## config.mk

```make
export PLATFORM = sky130hd
export DESIGN_NAME = psum_drain
export DESIGN_NICKNAME = d
export VERILOG_FILES = /design/src/rtl/psum_drain.sv
export SDC_FILE = /design/constraint.sdc
export NUM_CORES = 1
export LEC_CHECK = 0
export ABC_AREA = 1
export BUFFER_PORTS_ARGS = -buffer_cell sky130_fd_sc_hd__buf_2
export CORE_MARGIN = 2
export CORE_UTILIZATION = 60
export DETAILED_ROUTE_END_ITERATION = 12
export PLACE_DENSITY = 0.8
export SLEW_MARGIN = 15
export SYNTH_ARGS = -nofsm -noshare
export SYNTH_HDL_FRONTEND = slang
export SYNTH_SLANG_ARGS = --single-unit
```

## constraint.sdc

```tcl
create_clock -name clk -period 3.5 [get_ports clk]
set_input_delay 0.525 -clock clk [delete_from_list [all_inputs] [get_ports clk]]
set_output_delay 0.525 -clock clk [all_outputs]
set_load 0.02 [all_outputs]
```

## src/rtl/psum_drain.sv

```systemverilog
// psum_drain: column-bottom partial-sum consumer.
// Extends each column psum, accumulates num_pass beats into one result, and
// queues finished results in a small FIFO drained over valid/ready.
// Optional saturation is enabled by defining PSUM_DRAIN_SAT_EN; otherwise adds
// wrap and out_sat is tied low.
module psum_drain #(
  parameter int COL_WIDTH = 11,
  parameter int ACC_WIDTH = 32,
  parameter int OUT_DEPTH = 2
) (
  input  logic                   clk,
  input  logic                   rst_n,
  input  logic                   clr,
  input  logic                   psum_valid,
  output logic                   psum_ready,
  input  logic [2*COL_WIDTH-1:0] psum_in,
  input  logic                   s_psum,
  input  logic [3:0]             num_pass,
  output logic                   out_valid,
  input  logic                   out_ready,
  output logic [ACC_WIDTH-1:0]   out_data,
  output logic                   out_sat,
  output logic                   busy
);

  localparam int AW = (OUT_DEPTH > 1) ? $clog2(OUT_DEPTH) : 1;
  localparam int CW = $clog2(OUT_DEPTH) + 1;

  typedef enum logic {IDLE, ACCUM} state_t;

  state_t               state;
  logic [ACC_WIDTH-1:0] acc;
  logic [3:0]           cnt;
  logic [3:0]           np_q;
  logic                 s_psum_q;

  logic [ACC_WIDTH-1:0] mem [OUT_DEPTH];
  logic [AW-1:0]        wr_ptr;
  logic [AW-1:0]        rd_ptr;
  logic [CW-1:0]        count;

  logic                 accept;
  logic                 pop;
  logic                 push;
  logic                 s_eff;
  logic [ACC_WIDTH-1:0] ext;
  logic [ACC_WIDTH-1:0] add_res;
  logic [ACC_WIDTH-1:0] next_acc;
  logic [3:0]           np_eff;
  logic [3:0]           next_cnt;

  assign psum_ready = (count < CW'(OUT_DEPTH));
  assign out_valid  = (count != '0);
  assign out_data   = mem[rd_ptr];
  assign busy       = (state == ACCUM);

  // Beat handshake, extension and group-completion decode.
  // In IDLE the live s_psum/num_pass govern the first beat of a new group.
  always_comb begin
    accept   = psum_valid && psum_ready;
    pop      = out_valid && out_ready;
    s_eff    = (state == IDLE) ? s_psum : s_psum_q;
    ext      = s_eff ? ACC_WIDTH'($signed(psum_in)) : ACC_WIDTH'(psum_in);
    np_eff   = (state == IDLE) ? ((num_pass == 4'd0) ? 4'd1 : num_pass) : np_q;
    next_cnt = (state == IDLE) ? 4'd1 : cnt + 4'd1;
    next_acc = (state == IDLE) ? ext : add_res;
    push     = accept && (next_cnt == np_eff);
  end

`ifdef PSUM_DRAIN_SAT_EN
  logic                 sat_q;
  logic                 add_ovf;
  logic                 next_sat;
  logic [ACC_WIDTH:0]   sum;
  logic                 mem_sat [OUT_DEPTH];

  assign out_sat = mem_sat[rd_ptr];

  // Widened add with overflow detection and clamp to the active signedness.
  always_comb begin
    sum     = {1'b0, acc} + {1'b0, ext};
    add_ovf = 1'b0;
    add_res = sum[ACC_WIDTH-1:0];
    if (s_psum_q)
      add_ovf = (acc[ACC_WIDTH-1] == ext[ACC_WIDTH-1]) &&
                (sum[ACC_WIDTH-1] != acc[ACC_WIDTH-1]);
    else
      add_ovf = sum[ACC_WIDTH];
    if (add_ovf) begin
      if (s_psum_q)
        add_res = acc[ACC_WIDTH-1] ? {1'b1, {(ACC_WIDTH-1){1'b0}}}
                                   : {1'b0, {(ACC_WIDTH-1){1'b1}}};
      else
        add_res = '1;
    end
    next_sat = (state == IDLE) ? 1'b0 : (sat_q | add_ovf);
  end

  // Sticky group saturation flag and its FIFO side-storage.
  always_ff @(posedge clk or negedge rst_n) begin
    if (!rst_n) begin
      sat_q <= 1'b0;
      for (int unsigned i = 0; i < OUT_DEPTH; i++) mem_sat[i] <= 1'b0;
    end else if (clr) begin
      sat_q <= 1'b0;
    end else if (accept) begin
      sat_q <= next_sat;
      if (push) mem_sat[wr_ptr] <= next_sat;
    end
  end
`else
  assign out_sat = 1'b0;

  // Plain wrapping add.
  always_comb begin
    add_res = acc + ext;
  end
`endif

  // Group FSM: IDLE starts a group, ACCUM adds beats until np_q reached.
  always_ff @(posedge clk or negedge rst_n) begin
    if (!rst_n) begin
      state    <= IDLE;
      acc      <= '0;
      cnt      <= '0;
      np_q     <= 4'd1;
      s_psum_q <= 1'b0;
    end else if (clr) begin
      state <= IDLE;
      acc   <= '0;
      cnt   <= '0;
    end else if (accept) begin
      acc <= next_acc;
      cnt <= next_cnt;
      if (state == IDLE) begin
        s_psum_q <= s_psum;
        np_q     <= np_eff;
      end
      state <= push ? IDLE : ACCUM;
    end
  end

  // Result FIFO: push on group completion, pop on out handshake.
  always_ff @(posedge clk or negedge rst_n) begin
    if (!rst_n) begin
      wr_ptr <= '0;
      rd_ptr <= '0;
      count  <= '0;
      for (int unsigned i = 0; i < OUT_DEPTH; i++) mem[i] <= '0;
    end else if (clr) begin
      wr_ptr <= '0;
      rd_ptr <= '0;
      count  <= '0;
    end else begin
      if (push) begin
        mem[wr_ptr] <= next_acc;
        wr_ptr      <= wr_ptr + 1'b1;
      end
      if (pop) rd_ptr <= rd_ptr + 1'b1;
      case ({push, pop})
        2'b10:   count <= count + 1'b1;
        2'b01:   count <= count - 1'b1;
        default: count <= count;
      endcase
    end
  end

endmodule
```

## After elaboration in Yosys (flattened, before gate mapping)

Cells that the tools add are included.

- Register bits: 110
- Input port bits: 32
- Logic and storage cells: 65

- Add/sub/neg operators: 6
- $lt $le $gt $ge: 4
- Eq/ne operators: 3
- Muxes and demuxes: 25
- Bitwise gates (word level): 4
- Reductions and logical operators: 13

Operator list:

| kind | count |
|---|---|
| 32-bit 2-to-1 mux | 8 |
| 64-bit bitwise mux | 1 |
| 32-bit adder | 1 |
| 32-bit demux with 1-bit select | 1 |
| 4-bit 2-to-1 mux | 5 |
| 1-bit 2-to-1 mux | 8 |
| 2-bit nonzero test | 4 |
| 4-bit by 1-bit adder with 4-bit output (second input constant) | 1 |
| 4-bit equality test | 1 |
| 2-bit >= comparator (second input constant) | 2 |
| 1-bit logical AND | 4 |
| 4-bit zero test | 1 |
| 1-bit NOT with 2-bit output | 2 |
| 2-bit one-hot mux with 2 select lines | 1 |
| 2-bit AND reduction | 2 |
| 3-bit AND reduction | 1 |
| 3-bit nonzero test | 1 |
| 1-bit adder (second input constant) | 2 |
| 2-bit by 1-bit adder with 2-bit output (second input constant) | 1 |
| 2-bit by 1-bit equality test with 1-bit output (second input constant) | 1 |
| 2-bit equality test (second input constant) | 1 |
| 2-bit by 1-bit less-than comparator with 1-bit output (second input constant) | 1 |
| 2-bit less-than comparator (second input constant) | 1 |
| 2-bit 2-to-1 mux | 1 |
| 2 further kinds | 3 |

## Logic depth before layout (Yosys ltp)

Gate-level depths: netlist of run 1.

- Depth in word-level cells: 8
- Gate-level depth with buffers: 19
- Depth with buffers taken out: 19

## Least setup slack after synthesis of run 1

OpenSTA, ideal clock, no wires.

- Kind: register -> register
- Start point: register state (netlist: busy)
- End point: register acc[30]
- Arrival: 2274 ps
- Setup slack: 1109 ps
- Cell stages (with the launch flop): 18
- Buffers on the path: 0
- Period minus slack after synthesis: 2391 ps
- Cells stage by stage: dfrtp_1 -> inv_1 -> o21ai_0 -> nand2_1 -> inv_1 -> ha_1 -> nand2_1 -> inv_1 -> nand2_1 -> inv_1 -> nand2_1 -> inv_1 -> a21oi_1 -> nand3_1 -> nand3_1 -> nand2_1 -> nand2_1 -> nand2_1

- Word-level cells in the longest chain between the ends: 6

RTL lines:

| item | RTL line | text |
|---|---|---|
| start: declaration | 31 | `state_t state;` |
| start signal: assignment | 139 | `state <= push ? IDLE : ACCUM;` |
| 1-bit 2-to-1 mux | 62 | `s_eff = (state == IDLE) ? s_psum : s_psum_q;` |
| 32-bit 2-to-1 mux | 63 | `ext = s_eff ? ACC_WIDTH'($signed(psum_in)) : ACC_WIDTH'(psum_in);` |
| 32-bit adder | 116 | `add_res = acc + ext;` |
| 32-bit 2-to-1 mux * | 66 | `next_acc = (state == IDLE) ? ext : add_res;` |
| 32-bit 2-to-1 mux * | 132 | `end else if (accept) begin` |
| 32-bit 2-to-1 mux * | 128 | `end else if (clr) begin` |
| end signal: assignment | 133 | `acc <= next_acc;` |
| end: declaration | 32 | `logic [ACC_WIDTH-1:0] acc;` |

Every way passes the cells marked *; elsewhere a longest branch is shown, timed or not. The select of a mux whose other input is x is not followed.
A chain may end at the register's enable or synchronous reset.

## Worst setup path after layout of run 1

- Start point: register state (netlist: busy)
- End point: register mem[26] in the netlist's numbering

- Word-level cells in the longest chain between the ends: 5
- Elaborated cells between the ends (all ways): 10
- Those cells by class: add/sub (1); eq/ne (1); mux (6); reduce/logical (2)

RTL lines:

| item | RTL line | text |
|---|---|---|
| 1-bit 2-to-1 mux | 62 |  |
| 32-bit 2-to-1 mux | 63 |  |
| 32-bit adder | 116 |  |
| 32-bit 2-to-1 mux | 66 |  |
| 64-bit bitwise mux | 156 | `mem[wr_ptr] <= next_acc;` |
| end signal: indexed assignment | 156 |  |
| end: declaration | 37 | `logic [ACC_WIDTH-1:0] mem [OUT_DEPTH];` |

Several ways; a longest one is shown, not always the timed one.

==> results.json, run 1 <==
{
  "grt_setup_unrepaired": "false",
  "number_of_antenna_violations_at_the_first_check_in_global_routing": 0,
  "power.combinational.fraction_pct": 32.0,
  "boundaryPins": 68,
  "route.final.wire_length_mm": 20.0,
  "ctsRootBufferMaster": "sky130_fd_sc_hd__clkbuf_16",
  "gp_congestion": 0.981,
  "tritoncts_num_sinks": 110,
  "nFillCells": 1091,
  "fin_crit_ps": 2720,
  "fp.dieW_um": 116,
  "synthArstFlopShare_pct": 100,
  "slowest_delay_ps": 430,
  "areaGrowthSynthToFinish_pct": 10.9,
  "grt_first_pass_wirelength_mm": 32.9,
  "slew-limit-headroom_pct": 41.2,
  "cts.reportedPaths.clkPinSlew_ps": 80,
  "syn-num-nets": 1234,
  "multiInputGateArea_um2": 3970,
  "numCtsBuffers": 9,
  "timing.critical_path.from_type": "flip-flop",
  "finalSetupViolations": 0,
  "rows": 40,
  "power.ir.vdd_worst_uv": 260,
  "detail-route-antenna-nets": 0,
  "clock_tree_skew_after_final_layout_ps": 11.3,
  "number_of_slew_limit_violations_in_the_final_report": 0,
  "cap_viol_max_count": 0,
  "critPathTopFamily": "simple AND/OR/NAND/NOR gates",
  "grt_overflow_total": 0,
  "clockPowerShare_pct": 28.4,
  "finalCoreUtilization_pct": 68.6,
  "worst_ep_required_time_ps": 3760,
  "timing_hold_violations_final": 0,
  "detailedRoute.firstIterationViolations": 668,
  "first_global_vias": 6875,
  "p_per_area_nw_per_um2": 478,
  "setup.worst_path.end_class": "flip-flop",
  "p_sw_mw": 1.49,
  "tritoncts_clock_tree": "yes",
  "synth-seq-cells": 110,
  "timing.critical_path.cells": "inv_1 -> o21ai_0 -> nand2_1 -> inv_1 -> ha_1 -> nand2_1 -> inv_1 -> nand2_1 -> nor2_1 -> and3_1 -> nand2_1 -> nand2_1 -> nand2_1 -> nand3_1 -> nand2_1 -> nand2_1 -> nand2_1",
  "swShare_pct": 37.8,
  "initial_core_util_pct": 61.8,
  "ys.flop_type": "sky130_fd_sc_hd__dfrtp_1",
  "final_nets": 1292,
  "port_buffers": 66,
  "min-delay-path-class": "in2async",
  "die_area_um2": 13300,
  "critical_path_class": "reg2reg",
  "chipHeight_um": 116,
  "yosys_warnings": 0,
  "setup.worst_path.start": "busy",
  "synth_edf_count": 0,
  "dr_total_vias": 7312,
  "grt_start_max_net_pins": 67,
  "sequential_to_total_area_share_from_yosys_stat_pct": 36.9,
  "ctsLongestPathBuffers": 2,
  "power_leakage_nw": 5.04,
  "synthesis.instances": 1169,
  "period_share_pct": 77.8,
  "critical_path.reg2reg.startpoint": "busy",
  "avgSynthCellArea_um2": 6.38,
  "vias_per_cell": 5.22,
  "critPathArrivalTime_ps": 2980,
  "yosys.area.top_type": "sky130_fd_sc_hd__dfrtp_1",
  "drtPass1Iterations": 5,
  "max_clock_freq_mhz": 367,
  "place_hpwl_mm": 14.1,
  "setup_bufs_post_cts": 0,
  "cts_max_level": 3,
  "diodes": 0,
  "cts_resized": 0,
  "worstPathMaxFanout": 10,
  "routed_wire_length_per_instance_um": 14.3,
  "power_report.internal_total_mw": 2.46,
  "netlist_area_pre_place_um2": 7460,
  "fin_total_pwr_mw": 3.95,
  "placeableCoreArea_um2": 12100,
  "synth.area.top_cells": "sky130_fd_sc_hd__dfrtp_1 37%, sky130_fd_sc_hd__nand2_1 30%, sky130_fd_sc_hd__inv_1 7.5%, sky130_fd_sc_hd__ha_1 5.4%, sky130_fd_sc_hd__nand3_1 5.0%",
  "standard_cell_with_the_maximum_stage_delay_on_the_critical_path": "sky130_fd_sc_hd__ha_1",
  "run_status": "complete, no violations",
  "clk_latency_ps": 370,
  "timing.setup.tns_ps": 0,
  "number_of_buffers_and_inverters_on_the_critical_path": 3,
  "grt_util_all_layers_pct": 31.6,
  "seqPwrFrac_pct": 39.6,
  "synth_top_area_share_pct": 36.6,
  "share_of_post_route_cells_with_drive_strength_above_1_pct": 9.33,
  "worst_slew_pin_slew_ps": 882,
  "cp_common_cell": "sky130_fd_sc_hd__nand2_1",
  "cts_hold_buf": 0,
  "route.detailed.drc": 0,
  "yosysUniqueCellTypes": 38,
  "sequential_cell_area_um2": 2750
}
## layer usage
layer  track usage [%]  share of wire, %  vias to the layer above
met5                 0                 0                        -
met4              11.2               2.6                        0
met3              4.97               5.9                       50
met2              51.4                46                      244
met1              43.3                46                     3328
li1                  -                 -                     3690
## power by group through the flow
stage,Combinational (mW),Sequential (mW),Clock [mW]
after floorplan,0.870,1.56,0
after global placement,1.22,1.58,0
after detailed placement,1.25,1.59,0
after CTS,1.26,1.56,1.14
after global routing,1.42,1.59,1.19
final,1.26,1.57,1.12
## area by class of cell
| cell class | count | area share [%] |
|---|---|---|
| clock buffer | 9 | 2.72 |
| inverter | 154 | 6.99 |
| multi-input combinational | 872 | 48.0 |
| sequential | 110 | 33.3 |
| clock inverter | 7 | 1.15 |
| timing repair buffer | 80 | 5.29 |
| tap | 168 | 2.54 |
## per-stage QoR
stage               cell area [µm²]  hold WS [ps]  setup slack (ps)  instances
global placement               7950           455               783       1384
CTS                            8270           296               774       1400
detailed placement             7950           459               704       1384
finish                         8270           266               777       1400
global route                   8270           333               481       1400
floorplan                      7460           229              1110       1169
## cells in the mapped netlist (all sizes together) (6+ instances only)
cell	instances
a21oi	22
buf	16
clkbuf	17
dfrtp	109
ha	32
inv	152
nand2	589
nand3	76
nand4	8
nor2	49
nor3	6
o21ai	48
or2	8
xnor2	8
xor2	7
## worst paths after layout
| check | slack, ps | cells past startpoint | end |
|---|---|---|---|
| max | 780 | 17 | mem[26] |
| min | 270 | 1 | acc[8] |
| max reg2reg | 780 | 17 | mem[26] |
| min reg2reg | 480 | 2 | mem[11] |
| max in group asynchronous | 2370 | 2 | acc[23] |
| min in group clk | 430 | 3 | np_q[2] |
## flip-flops by register name, summed over array words and instances (netlist names)
register / flops
acc: 32
busy: 1
cnt: 4
count: 2
mem: 64
np_q: 4
rd_ptr: 1
s_psum_q: 1
wr_ptr: 1
## logic make-up (layout without fill, tap and decap cells)
group / after synthesis / in the layout / synth area share (%)
AND/OR/NAND/NOR: 741 / 741 / 39.7
XOR/XNOR: 15 / 15 / 1.76
multiplexers: 3 / 3 / 0.403
AO/OA/AOI/OAI: 79 / 79 / 5.67
other: 1 / 1 / 0.0503
adder cells (fa/ha/maj): 33 / 33 / 5.64
buffers and inverters: 187 / 250 / 9.85
flip-flops: 110 / 110 / 36.9
## placed cells by master, fill, tap and decap left out, types with 3 or more instances in the layout
master,count
sky130_fd_sc_hd__nand2_1,588
sky130_fd_sc_hd__inv_1,150
sky130_fd_sc_hd__dfrtp_1,109
sky130_fd_sc_hd__nand3_1,75
sky130_fd_sc_hd__buf_2,65
sky130_fd_sc_hd__nor2_1,47
sky130_fd_sc_hd__o21ai_0,38
sky130_fd_sc_hd__ha_1,32
sky130_fd_sc_hd__a21oi_1,22
sky130_fd_sc_hd__buf_4,15
sky130_fd_sc_hd__clkbuf_16,9
sky130_fd_sc_hd__nand4_1,8
sky130_fd_sc_hd__or2_2,8
sky130_fd_sc_hd__xnor2_1,8
sky130_fd_sc_hd__o21ai_1,8
sky130_fd_sc_hd__xor2_1,7
sky130_fd_sc_hd__nor3_1,4
sky130_fd_sc_hd__and2_1,4
sky130_fd_sc_hd__a21o_1,3
sky130_fd_sc_hd__mux2i_1,3
sky130_fd_sc_hd__o22ai_1,3
sky130_fd_sc_hd__inv_6,3
(Power assumes the default switching activity.)
==> run 2, diff against run 1 <==
==> constraint.sdc (replaced) <==
create_clock -name clk -period 2.75 [get_ports clk]
set_input_delay 0.4125 -clock clk [delete_from_list [all_inputs] [get_ports clk]]
set_output_delay 0.4125 -clock clk [all_outputs]
set_load 0.02 [all_outputs]
==> results.json, run 2 (synthesized netlist as in run 1, its figures left out) <==
{
  "mostFrequentLayoutCells": "586 x sky130_fd_sc_hd__nand2_1, 147 x sky130_fd_sc_hd__inv_1, 109 x sky130_fd_sc_hd__dfrtp_1",
  "registers.top_by_ff_count": "mem",
  "cp_common_cell": "sky130_fd_sc_hd__nand2_1",
  "layout_commonest_cell": "sky130_fd_sc_hd__nand2_1",
  "port_buffers": 66,
  "post-route-worst-setup-slack_ps": 128,
  "route.final.wire_length_mm": 19.4,
  "number_of_slew_limit_violations_in_the_final_report": 0,
  "worst_ep_required_time_ps": 3000,
  "grt_overflow_total": 0,
  "cts_hold_buf": 0,
  "share_of_post_route_cells_with_drive_strength_above_1_pct": 11.3,
  "grt_util_all_layers_pct": 30.5,
  "timing.critical_path.from_type": "flip-flop",
  "ctsRootBufferMaster": "sky130_fd_sc_hd__clkbuf_16",
  "placeableCoreArea_um2": 12100,
  "detail-route-antenna-nets": 0,
  "first_global_vias": 6663,
  "fp.dieW_um": 116,
  "critical_path_class": "reg2reg",
  "standard_cell_with_the_maximum_stage_delay_on_the_critical_path": "sky130_fd_sc_hd__dfrtp_1",
  "timing_hold_violations_final": 0,
  "worst_slew_pin_slew_ps": 810,
  "setup.worst_path.start": "busy",
  "setup.worst_path.end_class": "flip-flop",
  "worst_reg2reg_setup_slack_ps": 130,
  "die_area_um2": 13300,
  "detailedRoute.firstIterationViolations": 543,
  "worstPathMaxFanout": 6,
  "vias_per_cell": 5.15,
  "numCtsBuffers": 9,
  "final_nets": 1299,
  "chipHeight_um": 116,
  "power.ir.vdd_worst_uv": 323,
  "grt_first_pass_wirelength_mm": 31.9,
  "grt_start_max_net_pins": 49,
  "dr_total_vias": 7246,
  "drtPass1Iterations": 5,
  "route.detailed.drc": 0,
  "clock_tree_skew_after_final_layout_ps": 11.2,
  "nFillCells": 1094,
  "slowest_delay_ps": 390,
  "detailedPlace.worstSlack_ps": 119,
  "critical_path.reg2reg.startpoint": "busy",
  "rows": 40,
  "slew-limit-headroom_pct": 46.0,
  "detailed_place.area_um2": 7970,
  "critPathArrivalTime_ps": 2870,
  "place_hpwl_mm": 14.2,
  "tritoncts_num_sinks": 110,
  "cts.reportedPaths.clkPinSlew_ps": 80,
  "clk_latency_ps": 360,
  "p_per_area_nw_per_um2": 583,
  "run_status": "complete, no violations",
  "gp_congestion": 0.941,
  "areaGrowthSynthToFinish_pct": 12.8,
  "cap_viol_max_count": 0,
  "finalSetupViolations": 0,
  "number_of_antenna_violations_at_the_first_check_in_global_routing": 1,
  "boundaryPins": 68,
  "timing.critical_path.cells": "inv_2 -> o21ai_0 -> nand2_1 -> clkinvlp_4 -> buf_12 -> buf_6 -> ha_1 -> a21o_1 -> nor2_1 -> nand2_1 -> a21oi_1 -> nand3_1 -> nand3_1 -> nand2_1 -> nand2_1 -> nand2_1",
  "ctsLongestPathBuffers": 2,
  "cells_on_worst_reg2reg_path": 16,
  "critical_path.reg2reg.endpoint": "mem[31]",
  "max_clock_freq_mhz": 381,
  "largestRegisters": "mem: 64 flops, acc: 32 flops",
  "cts_max_level": 3,
  "largest_register_ffs": 64,
  "tritoncts_clock_tree": "yes",
  "min-delay-path-class": "in2async",
  "power_leakage_nw": 5.04,
  "fin_crit_ps": 2620,
  "period_share_pct": 95.4,
  "final_area_um2": 8420,
  "routed_wire_length_per_instance_um": 13.8,
  "finalCoreUtilization_pct": 69.8,
  "initial_core_util_pct": 61.8
}
==> run 2: worst max path at each step <==
stage	slack, ps	end	cells past startpoint
after CTS	110	out_data[7]	4
final	130	mem[31]	16
after detailed placement	120	mem[28]	18
after global routing	-120	acc[31]	18
after floorplan	360	acc[30]	17
after global placement	190	mem[62]	15
==> run 2: final cells by class <==
type / count / area, µm² / share of cell area (%)
Antenna cell: 1 / 2.50 / 0.0297
Clock buffer: 10 / 239 / 2.84
Clock inverter: 6 / 53.8 / 0.639
Inverter: 154 / 582 / 6.91
Multi-Input combinational cell: 872 / 4070 / 48.3
Sequential cell: 110 / 2750 / 32.7
Tap cell: 168 / 210 / 2.50
Timing Repair Buffer: 87 / 510 / 6.07
==> run 2: through the flow <==
stage / hold WS, ps / setup TNS [ps] / instances / power (mW)
CTS: 40.1 / 0 / 1402 / 4.87
global placement: 424 / 0 / 1386 / 3.57
floorplan: 117 / 0 / 1169 / 3.10
detailed placement: 428 / 0 / 1386 / 3.60
global route: 66.3 / -896 / 1408 / 5.20
finish: 24.7 / 0 / 1408 / 4.91
==> run 2: worst max-delay path: cells and delay by family (launching register included) <==
kind / cells / cell delay [ps]
compound gates: 3 / 490
fa+ha+maj: 1 / 310
buf+inv: 4 / 540
flops: 1 / 390
simple gates: 8 / 770
==> run 2: layer usage <==
layer | wire length (µm) | part of all wire, % | global-route usage (%)
met1 | 9430 | 49 | 44.3
met2 | 8470 | 44 | 48.2
met3 | 1200 | 6.2 | 5.23
met4 | 340 | 1.7 | 6.67
met5 | 0 | 0 | 0
==> run 2: timing repair <==
action | CTS | global route
resized for setup | 0 | 22
setup buffers | 0 | 5
setup endpoints to repair | 0 | 27
==> run 2: where the power goes <==
| group | switching (mW) | internal (mW) | total (mW) |
|---|---|---|---|
| Sequential | 0.136 | 1.86 | 2.00 |
| Combinational | 1.08 | 0.556 | 1.63 |
| Clock | 0.626 | 0.654 | 1.28 |
